<file path="src/rtl/mc_fifo_pkg.sv">
// Shared definitions for the memory-controller FIFO family.
// Holds the read-mode constants and the helper that sizes level/threshold buses.
package mc_fifo_pkg;

  localparam int unsigned FIFO_MODE_STD  = 0;
  localparam int unsigned FIFO_MODE_FWFT = 1;

  // Level and threshold buses must represent 0..depth inclusive.
  function automatic int unsigned level_width(input int unsigned depth);
    return $clog2(depth) + 1;
  endfunction

endpackage

</file>
<file path="src/rtl/sync_dp_ram.sv">
// Single-clock simple dual-port RAM with a registered read port.
// Ports: clk, rst_n (clears only the read register),
//        we_i/waddr_i/wdata_i write port,
//        re_i/raddr_i read request, rdata_o registered read data (holds when re_i=0).
module sync_dp_ram #(
  parameter int unsigned DATA_WIDTH = 32,
  parameter int unsigned DEPTH      = 16
) (
  input  logic                       clk,
  input  logic                       rst_n,
  input  logic                       we_i,
  input  logic [$clog2(DEPTH)-1:0]   waddr_i,
  input  logic [DATA_WIDTH-1:0]      wdata_i,
  input  logic                       re_i,
  input  logic [$clog2(DEPTH)-1:0]   raddr_i,
  output logic [DATA_WIDTH-1:0]      rdata_o
);

  logic [DATA_WIDTH-1:0] mem_q [DEPTH];

  // Storage array is intentionally not reset.
  always_ff @(posedge clk) begin
    if (we_i) mem_q[waddr_i] <= wdata_i;
  end

  // Read register holds its value between reads.
  always_ff @(posedge clk or negedge rst_n) begin
    if (!rst_n)    rdata_o <= '0;
    else if (re_i) rdata_o <= mem_q[raddr_i];
  end

endmodule

</file>
<file path="src/rtl/sync_fifo_fwft.sv">
// Single-clock FIFO with selectable standard / first-word-fall-through read.
// Ports: clk, rst_n (async, active-low), flush (sync clear of contents and errors),
//        wr_en/wr_data write side, rd_en pop request, rd_data/rd_vld read side,
//        full/empty, afull/aempty with runtime thresholds afull_thr/aempty_thr,
//        level (words stored incl. FWFT output stage), sticky overflow/underflow.
module sync_fifo_fwft
  import mc_fifo_pkg::*;
#(
  parameter int unsigned DATA_WIDTH = 32,
  parameter int unsigned FIFO_DEPTH = 16,
  parameter int unsigned FWFT       = FIFO_MODE_STD
) (
  input  logic                        clk,
  input  logic                        rst_n,
  input  logic                        flush,
  input  logic                        wr_en,
  input  logic [DATA_WIDTH-1:0]       wr_data,
  input  logic                        rd_en,
  output logic [DATA_WIDTH-1:0]       rd_data,
  output logic                        rd_vld,
  output logic                        full,
  output logic                        empty,
  input  logic [$clog2(FIFO_DEPTH):0] afull_thr,
  input  logic [$clog2(FIFO_DEPTH):0] aempty_thr,
  output logic                        afull,
  output logic                        aempty,
  output logic [$clog2(FIFO_DEPTH):0] level,
  output logic                        overflow,
  output logic                        underflow
);

  localparam int unsigned ADDR_WIDTH = $clog2(FIFO_DEPTH);
  localparam int unsigned LVL_WIDTH  = level_width(FIFO_DEPTH);
  localparam bit          IS_FWFT    = (FWFT == FIFO_MODE_FWFT);

  logic [ADDR_WIDTH-1:0] wr_ptr_q, wr_ptr_d, rd_ptr_q, rd_ptr_d;
  logic [LVL_WIDTH-1:0]  level_q, level_d;
  logic                  vld_q, vld_d;
  logic                  sel_byp_q, sel_byp_d;
  logic [DATA_WIDTH-1:0] byp_q, byp_d;
  logic                  ovf_q, ovf_d, unf_q, unf_d;
  logic                  ram_we, ram_re;
  logic [DATA_WIDTH-1:0] ram_rdata;
  logic                  wr_acc, rd_acc, ram_empty, need_load;

  // Flags decode from the registered level.
  assign full   = (level_q == LVL_WIDTH'(FIFO_DEPTH));
  assign empty  = IS_FWFT ? ~vld_q : (level_q == '0);
  assign afull  = (afull_thr != '0) && (level_q >= afull_thr);
  assign aempty = (level_q <= aempty_thr);

  assign wr_acc = wr_en & ~full  & ~flush;
  assign rd_acc = rd_en & ~empty & ~flush;

  // FWFT: words in RAM = level minus the occupied output stage.
  assign ram_empty = (level_q == LVL_WIDTH'(vld_q));
  assign need_load = ~vld_q | rd_acc;

  assign rd_data   = (IS_FWFT && sel_byp_q) ? byp_q : ram_rdata;
  assign rd_vld    = vld_q;
  assign level     = level_q;
  assign overflow  = ovf_q;
  assign underflow = unf_q;

  sync_dp_ram #(
    .DATA_WIDTH (DATA_WIDTH),
    .DEPTH      (FIFO_DEPTH)
  ) u_ram (
    .clk     (clk),
    .rst_n   (rst_n),
    .we_i    (ram_we),
    .waddr_i (wr_ptr_q),
    .wdata_i (wr_data),
    .re_i    (ram_re),
    .raddr_i (rd_ptr_q),
    .rdata_o (ram_rdata)
  );

  // Next-state: pointers, level, output stage and error flags.
  always_comb begin
    wr_ptr_d  = wr_ptr_q;
    rd_ptr_d  = rd_ptr_q;
    level_d   = level_q;
    vld_d     = vld_q;
    sel_byp_d = sel_byp_q;
    byp_d     = byp_q;
    ovf_d     = ovf_q | (wr_en & full);
    unf_d     = unf_q | (rd_en & empty);
    ram_we    = 1'b0;
    ram_re    = 1'b0;

    if (flush) begin
      wr_ptr_d = '0;
      rd_ptr_d = '0;
      level_d  = '0;
      vld_d    = 1'b0;
      ovf_d    = 1'b0;
      unf_d    = 1'b0;
    end else begin
      level_d = level_q + LVL_WIDTH'(wr_acc) - LVL_WIDTH'(rd_acc);
      ram_we  = wr_acc;
      if (!IS_FWFT) begin
        ram_re = rd_acc;
        vld_d  = rd_acc;
      end else if (need_load) begin
        // Refill the output stage: oldest RAM word first, else bypass the write.
        if (!ram_empty) begin
          ram_re    = 1'b1;
          vld_d     = 1'b1;
          sel_byp_d = 1'b0;
        end else if (wr_acc) begin
          ram_we    = 1'b0;
          byp_d     = wr_data;
          sel_byp_d = 1'b1;
          vld_d     = 1'b1;
        end else begin
          vld_d     = 1'b0;
        end
      end
      if (ram_we) wr_ptr_d = wr_ptr_q + ADDR_WIDTH'(1);
      if (ram_re) rd_ptr_d = rd_ptr_q + ADDR_WIDTH'(1);
    end
  end

  // State registers.
  always_ff @(posedge clk or negedge rst_n) begin
    if (!rst_n) begin
      wr_ptr_q  <= '0;
      rd_ptr_q  <= '0;
      level_q   <= '0;
      vld_q     <= 1'b0;
      sel_byp_q <= 1'b0;
      byp_q     <= '0;
      ovf_q     <= 1'b0;
      unf_q     <= 1'b0;
    end else begin
      wr_ptr_q  <= wr_ptr_d;
      rd_ptr_q  <= rd_ptr_d;
      level_q   <= level_d;
      vld_q     <= vld_d;
      sel_byp_q <= sel_byp_d;
      byp_q     <= byp_d;
      ovf_q     <= ovf_d;
      unf_q     <= unf_d;
    end
  end

endmodule
</file>
<file path="config.mk">
export PLATFORM = sky130hd
export DESIGN_NAME = sync_fifo_fwft
export DESIGN_NICKNAME = d
export VERILOG_FILES = /design/src/rtl/mc_fifo_pkg.sv /design/src/rtl/sync_dp_ram.sv /design/src/rtl/sync_fifo_fwft.sv
export SDC_FILE = /design/constraint.sdc
export NUM_CORES = 1
export LEC_CHECK = 0
export CAP_MARGIN = 20
export CORE_MARGIN = 4
export CORE_UTILIZATION = 30
export DETAILED_ROUTE_END_ITERATION = 8
export SYNTH_ARGS = -nofsm -noshare
export SYNTH_HDL_FRONTEND = slang
export SYNTH_SLANG_ARGS = --single-unit
</file>
<file path="constraint.sdc">
create_clock -name clk -period 4.5 [get_ports clk]
set_input_delay 1.125 -clock clk [delete_from_list [all_inputs] [get_ports clk]]
set_output_delay 1.125 -clock clk [all_outputs]
set_load 0.03 [all_outputs]
</file>
# Word-level counts from Yosys, hierarchy flattened
# Memory sizes are Yosys's and may differ from the RTL's. A register that Yosys moved wholly into a read port is not among the register bits.
# Cells that the tools add are included.
[word_totals]
ram_bits = 512
romBits = 0
wordCells = 45
input_bits = 47
regBits = 16
mem_count = 1
latch_bits = 0
[mem_list]
columns = ["memory", "words", "word_bits", "read_ports", "rd_ports_with_merged_regs", "write_ports", "line_no", "source"]
rows = [
  ["u_ram.mem_q", 16, 32, 1, 1, 1, "sync_dp_ram.sv:19", "logic [DATA_WIDTH-1:0] mem_q [DEPTH];"],
]
[classes]
eq_ne = 1
n_reduce_logical = 6
n_addsub = 4
bitwise_logic = 11
n_mux = 14
div_mod_pow = 0
multipliers = 0
shifts = 0
order_cmp = 2
[op_table]
columns = ["operator", "count"]
rows = [
  ["4-bit two-way mux", 4],
  ["1-bit two-way mux", 9],
  ["4-bit by 1-bit adder with 4-bit output (second input constant)", 2],
  ["1-bit AND", 6],
  ["5-bit by 1-bit adder with 5-bit output", 1],
  ["5-bit equality test (second input constant)", 1],
  ["5-bit greater-or-equal comparator", 1],
  ["5-bit <= comparator", 1],
  ["5-bit zero test", 1],
  ["5-bit two-way mux", 1],
  ["5-bit nonzero test", 1],
  ["5-bit by 1-bit subtractor with 5-bit output", 1],
  ["2-bit nonzero test", 2],
  ["1-bit NOT", 3],
  ["1-bit bitwise OR", 2],
  ["1-bit logical AND", 1],
  ["1-bit zero test", 1],
]

# Logic depth before layout (Yosys ltp)
[logic_depth]
ltp_word = 8
ltp_mapped = 17
ltp_nobuf = 15

# Hierarchy
# From an unflattened synthesis, not the netlist that was laid out.
[hier_totals]
cells_unflattened = 994
hier_area_um2 = 21913.5
[by_module_without_submodules]
columns = ["module", "cells_each", "area_each_um2", "seq_area_each_um2", "instances"]
rows = [
  ["sync_dp_ram", 876, 20788.7, 16175.5, 1],
  ["sync_fifo_fwft", 118, 1124.8, 400.4, 1],
]

# Worst setup path after synthesis
# Ideal clock, no wire load.
[synth_path]
path_kind = "reg2reg"
start = "reg level_q[3], in the netlist level[3]"
end = "reg level_q[4], in the netlist level[4]"
path_buffers = 2
t_arrival_ps = 3607
required_time_ps = 4422
setup_ps = 78
path_slack_ps = 815
synth_period_minus_slack_ps = 3685
path_stages_with_launch = 18
cell_sequence = "dfrtp_1 -> inv_1 -> ha_1 -> nor4b_2 -> or3b_1 -> buf_4 -> clkbuf_1 -> inv_1 -> ha_1 -> inv_1 -> ha_1 -> inv_1 -> fa_1 -> inv_1 -> a21oi_1 -> nor2_1 -> or3_1 -> a21oi_1"
[synth_via]
word_cells_on_any_way = 11
[synth_rtl]
columns = ["element", "line_no", "source"]
rows = [
  ["start: declaration", "sync_fifo_fwft.sv:37", "logic [LVL_WIDTH-1:0] level_q, level_d;"],
  ["start signal: assignment", "sync_fifo_fwft.sv:139", "level_q <= level_d;"],
  ["5-bit zero test", "sync_fifo_fwft.sv:48", "assign empty = IS_FWFT ? ~vld_q : (level_q == '0);"],
  ["via empty", "sync_fifo_fwft.sv:22", "output logic empty,"],
  ["1-bit NOT", "sync_fifo_fwft.sv:53", "assign rd_acc = rd_en & ~empty & ~flush;"],
  ["1-bit AND (2 in series)", "sync_fifo_fwft.sv:53", ""],
  ["5-bit by 1-bit subtractor with 5-bit output", "sync_fifo_fwft.sv:100", "level_d = level_q + LVL_WIDTH'(wr_acc) - LVL_WIDTH'(rd_acc);"],
  ["5-bit two-way mux", "sync_fifo_fwft.sv:92", "if (flush) begin"],
  ["via level_d[4]", "sync_fifo_fwft.sv:37", ""],
]
# The timed path passes the listed nets, and every way through them passes these cells.
# A chain may end at the register's enable or synchronous reset.

# Worst setup path after layout
[layout_path]
start = "in afull_thr[0]"
end = "out afull"
[layout_via]
elab_chain_cells = 2
word_cells_on_any_way = 3
[layout_rtl]
columns = ["element", "line_no", "source"]
rows = [
  ["start: declaration", "sync_fifo_fwft.sv:23", "input logic [$clog2(FIFO_DEPTH):0] afull_thr,"],
  ["5-bit greater-or-equal comparator / 5-bit nonzero test (equally long branches)", "sync_fifo_fwft.sv:49", "assign afull = (afull_thr != '0) && (level_q >= afull_thr);"],
  ["1-bit logical AND *", "sync_fifo_fwft.sv:49", ""],
  ["end: declaration", "sync_fifo_fwft.sv:25", "output logic afull,"],
]
# Mark *: on every way between the ends. The rest lies on a longest branch, timed or not.

==> insert_results.sql <==
INSERT INTO impl_metrics (metric_group, metric, value, unit) VALUES
('power_and_ir_drop', 'power_report.internal_total', '9520', 'uW'),
('detailed_routing', 'drt_iter0_drc', '820', ''),
('finish', 'postLayoutCellArea', '25900', 'sq um'),
('global_routing', 'grt_first_pass_wirelength', '76300', 'um'),
('critical_path', 'crit_end', 'afull', ''),
('place', 'cell_area_after_placement', '24000', 'sq um'),
('logic_synthesis', 'yosys.cell_types.count', '37', ''),
('global_routing', 'total_global_routing_track_utilization', '13.1', '%'),
('logic_synthesis', 'sequential_share_of_the_synthesized_area', '76.8', '%'),
('sta', 'slew-limit-headroom', '43.1', '%'),
('floorplan', 'num_rows', '98', ''),
('clocking', 'clock_insertion_delay_worst_skew', '0.61', 'ns'),
('finish', 'post_route_cells_drive_above_1_share', '17.1', '%'),
('logic_synthesis', 'synthDominantCellAreaShare', '71.2', '%'),
('detailed_routing', 'detailedRoute.firstPassIterationCount', '4', ''),
('clocking', 'clock_sink_count', '560', ''),
('sta', 'hold_violations', '0', ''),
('clocking', 'root_buffer', 'clkbuf_16', ''),
('critical_path', 'cp_max_fo', '2', ''),
('critical_path', 'worst_ep_arrival_time', '3.08', 'ns'),
('global_routing', 'grt-ovfl-total', '0', ''),
('clocking', 'cts_tree', 'built', ''),
('detailed_routing', 'route.final.wire_length', '51200', 'um'),
('sta', 'timing.fmax', '0.238', 'GHz'),
('critical_path', 'timing.critical_path.from_type', 'input pin', ''),
('finish', 'insertedDiodeCount', '0', ''),
('logic_synthesis', 'postSynth.topFlopCell', 'edfxtp_1', ''),
('detailed_routing', 'routed_wire_length_per_instance', '22.9', 'um'),
('critical_path', 'r2r_setup_slk', '1.31', 'ns'),
('critical_path', 'rr_endpoint', 'level[4]', ''),
('worst_hold_path', 'worst_hold_path_type', 'flop to flop', ''),
('flow_run', 'max_cap_violations', '0', ''),
('floorplan', 'die_area', '76300', 'sq um'),
('power_and_ir_drop', 'share_comb_of_total_power', '15.6', '%'),
('place', 'hpwl_after_dpl', '29500', 'um'),
('logic_synthesis', 'synth-warning-count', '0', ''),
('logic_synthesis', 'synth_common_cells', 'edfxtp_1 (512), mux2i_1 (129), a22oi_1 (96)', ''),
('power_and_ir_drop', 'seq_pwr_share', '48.2', '%'),
('clocking', 'cts_max_level', '2', ''),
('floorplan', 'effective_utilization_at_floorplan', '30.3', '%'),
('logic_synthesis', 'synth_async_sr_flop_share', '8.57', '%'),
('clocking', 'clockBufferDepth', '3', ''),
('logic_synthesis', 'synth_area', '21600', 'sq um'),
('logic_synthesis', 'synth-edff-count', '512', ''),
('power_and_ir_drop', 'power.switching', '3340', 'uW'),
('detailed_routing', 'detail_route.drc_violations', '0', ''),
('finish', 'finish.utilization', '36.3', '%'),
('sta', 'timing.clock.skew', '0.0317', 'ns'),
('logic_synthesis', 'syn_inst', '1108', ''),
('floorplan', 'ios', '91', ''),
('logic_synthesis', 'synth.largest_area_cell', 'edfxtp_1', ''),
('power_and_ir_drop', 'powerDensity', '497', 'nW/um^2'),
('clocking', 'cts_setup_buffers', '0', ''),
('power_and_ir_drop', 'power_frac_clock', '36.2', '%'),
('finish', 'areaGrowthSynthToFinish', '19.8', '%'),
('global_routing', 'pin_count_of_the_biggest_net_entering_global_routing', '50', ''),
('run_status', 'status', 'finished clean', ''),
('sta', 'max_slew.worst_pin.slew', '0.853', 'ns'),
('sta', 'rsz_0062_raised_after_global_routing', 'false', ''),
('critical_path', 'critical_path.startpoint', 'afull_thr[0]', ''),
('global_routing', 'grt_antenna_before_repair', '1', ''),
('place', 'place.gp.congestion', '0.730', ''),
('place', 'buffer_ports.inserted', '90', ''),
('detailed_routing', 'detailroute.via_count', '10900', ''),
('critical_path', 'critical_path.endpoint_type', 'output port', ''),
('power_and_ir_drop', 'power.static_leakage', '0.00807', 'uW'),
('floorplan', 'floorplan.core_area', '71400', 'sq um'),
('clocking', 'cts.repair.resized', '0', ''),
('logic_synthesis', 'synth_top_area_cells', 'edfxtp_1 (71%), mux4_2 (6.7%), mux2i_1 (6.0%)', ''),
('critical_path', 'critical-path-max-stage-delay', '0.70', 'ns'),
('critical_path', 'category_of_the_most_critical_setup_path', 'input pin to output port', '');
==> stage by stage <==
| stage | hold WS [ns] | instances | setup WS (ns) |
|---|---|---|---|
| finish | 0.499 | 2233 | 0.292 |
| global route | 0.522 | 2233 | 0.178 |
| CTS | 0.499 | 2232 | 0.262 |
| detailed placement | 0.486 | 2131 | 0.260 |
| global placement | 0.479 | 2130 | 0.306 |
| floorplan | 0.552 | 1108 | 0.815 |
==> cells by family (layout without fill, tap and decap cells) <==
group,count (synthesis),after routing,synth area share [%]
flip-flops,560,560,76.8
multiplexers,193,193,12.7
AO/OA/AOI/OAI,144,144,5.06
AND/OR/NAND/NOR,99,99,2.16
buffers and inverters,81,256,1.69
adder cells (fa/ha/maj),22,22,1.31
XOR/XNOR,9,9,0.365
==> how the worst min path moves through the flow <==
stage | startpoint | end
after floorplan | wr_ptr_q[3] | wr_ptr_q[3]
after global placement | u_ram.rdata_o[0] | u_ram.rdata_o[0]
after detailed placement | u_ram.rdata_o[16] | u_ram.rdata_o[16]
after CTS | u_ram.rdata_o[16] | u_ram.rdata_o[16]
after global routing | u_ram.rdata_o[16] | u_ram.rdata_o[16]
final | u_ram.rdata_o[16] | u_ram.rdata_o[16]
==> placed cells by master (no fill, tap or decap), types with 18 or more instances in the layout <==
cell type          n
edfxtp_1         512
mux2i_1          129
a22oi_1           96
clkdlybuf4s50_1   88
mux4_2            64
clkbuf_16         54
dfrtp_1           46
nand2_1           42
buf_4             34
a32oi_1           32
ha_1              21
inv_1             20
nor2_4            18
==> sequential cells by signal (all words and copies together) (netlist names) <==
name           flops
u_ram.mem_q      512
wr_ptr_q           4
rd_ptr_q           4
underflow          1
overflow           1
rd_vld             1
level              5
u_ram.rdata_o     32
==> cell type report <==
cell class / instances / area, sq um / share of cell area (%)
clock buffer: 73 / 1460 / 5.65
clock inverter: 28 / 365 / 1.41
inverter: 20 / 75.1 / 0.290
multi-input combinational: 467 / 4810 / 18.6
sequential: 560 / 16600 / 64.1
tap: 950 / 1190 / 4.59
timing repair buffer: 135 / 1390 / 5.37
==> worst max-delay path, delay by kind of cell <==
kind,cells,cell delay [ns]
AND/OR/NAND/NOR,2,0.21
adder cells (fa/ha/maj),1,0.28
AO/OA/AOI/OAI,3,0.32
buffers and inverters,2,1.13
==> power by group through the flow <==
| stage | logic (uW) | registers (uW) | clock network [uW] |
|---|---|---|---|
| final | 2010 | 6190 | 4650 |
| after global routing | 2180 | 6230 | 4990 |
| after CTS | 2040 | 6210 | 4770 |
| after detailed placement | 2030 | 6320 | 0 |
| after global placement | 1990 | 6310 | 0 |
| after floorplan | 938 | 6460 | 0 |
==> layer usage <==
layer	global-route usage, %	wire length, um	up-vias
met5	0	7	-
met4	3.11	992	2
met1	17.7	22100	5775
li1	-	-	4777
met3	2.43	2600	60
met2	22.3	25500	262
(Power assumes the default switching activity.)
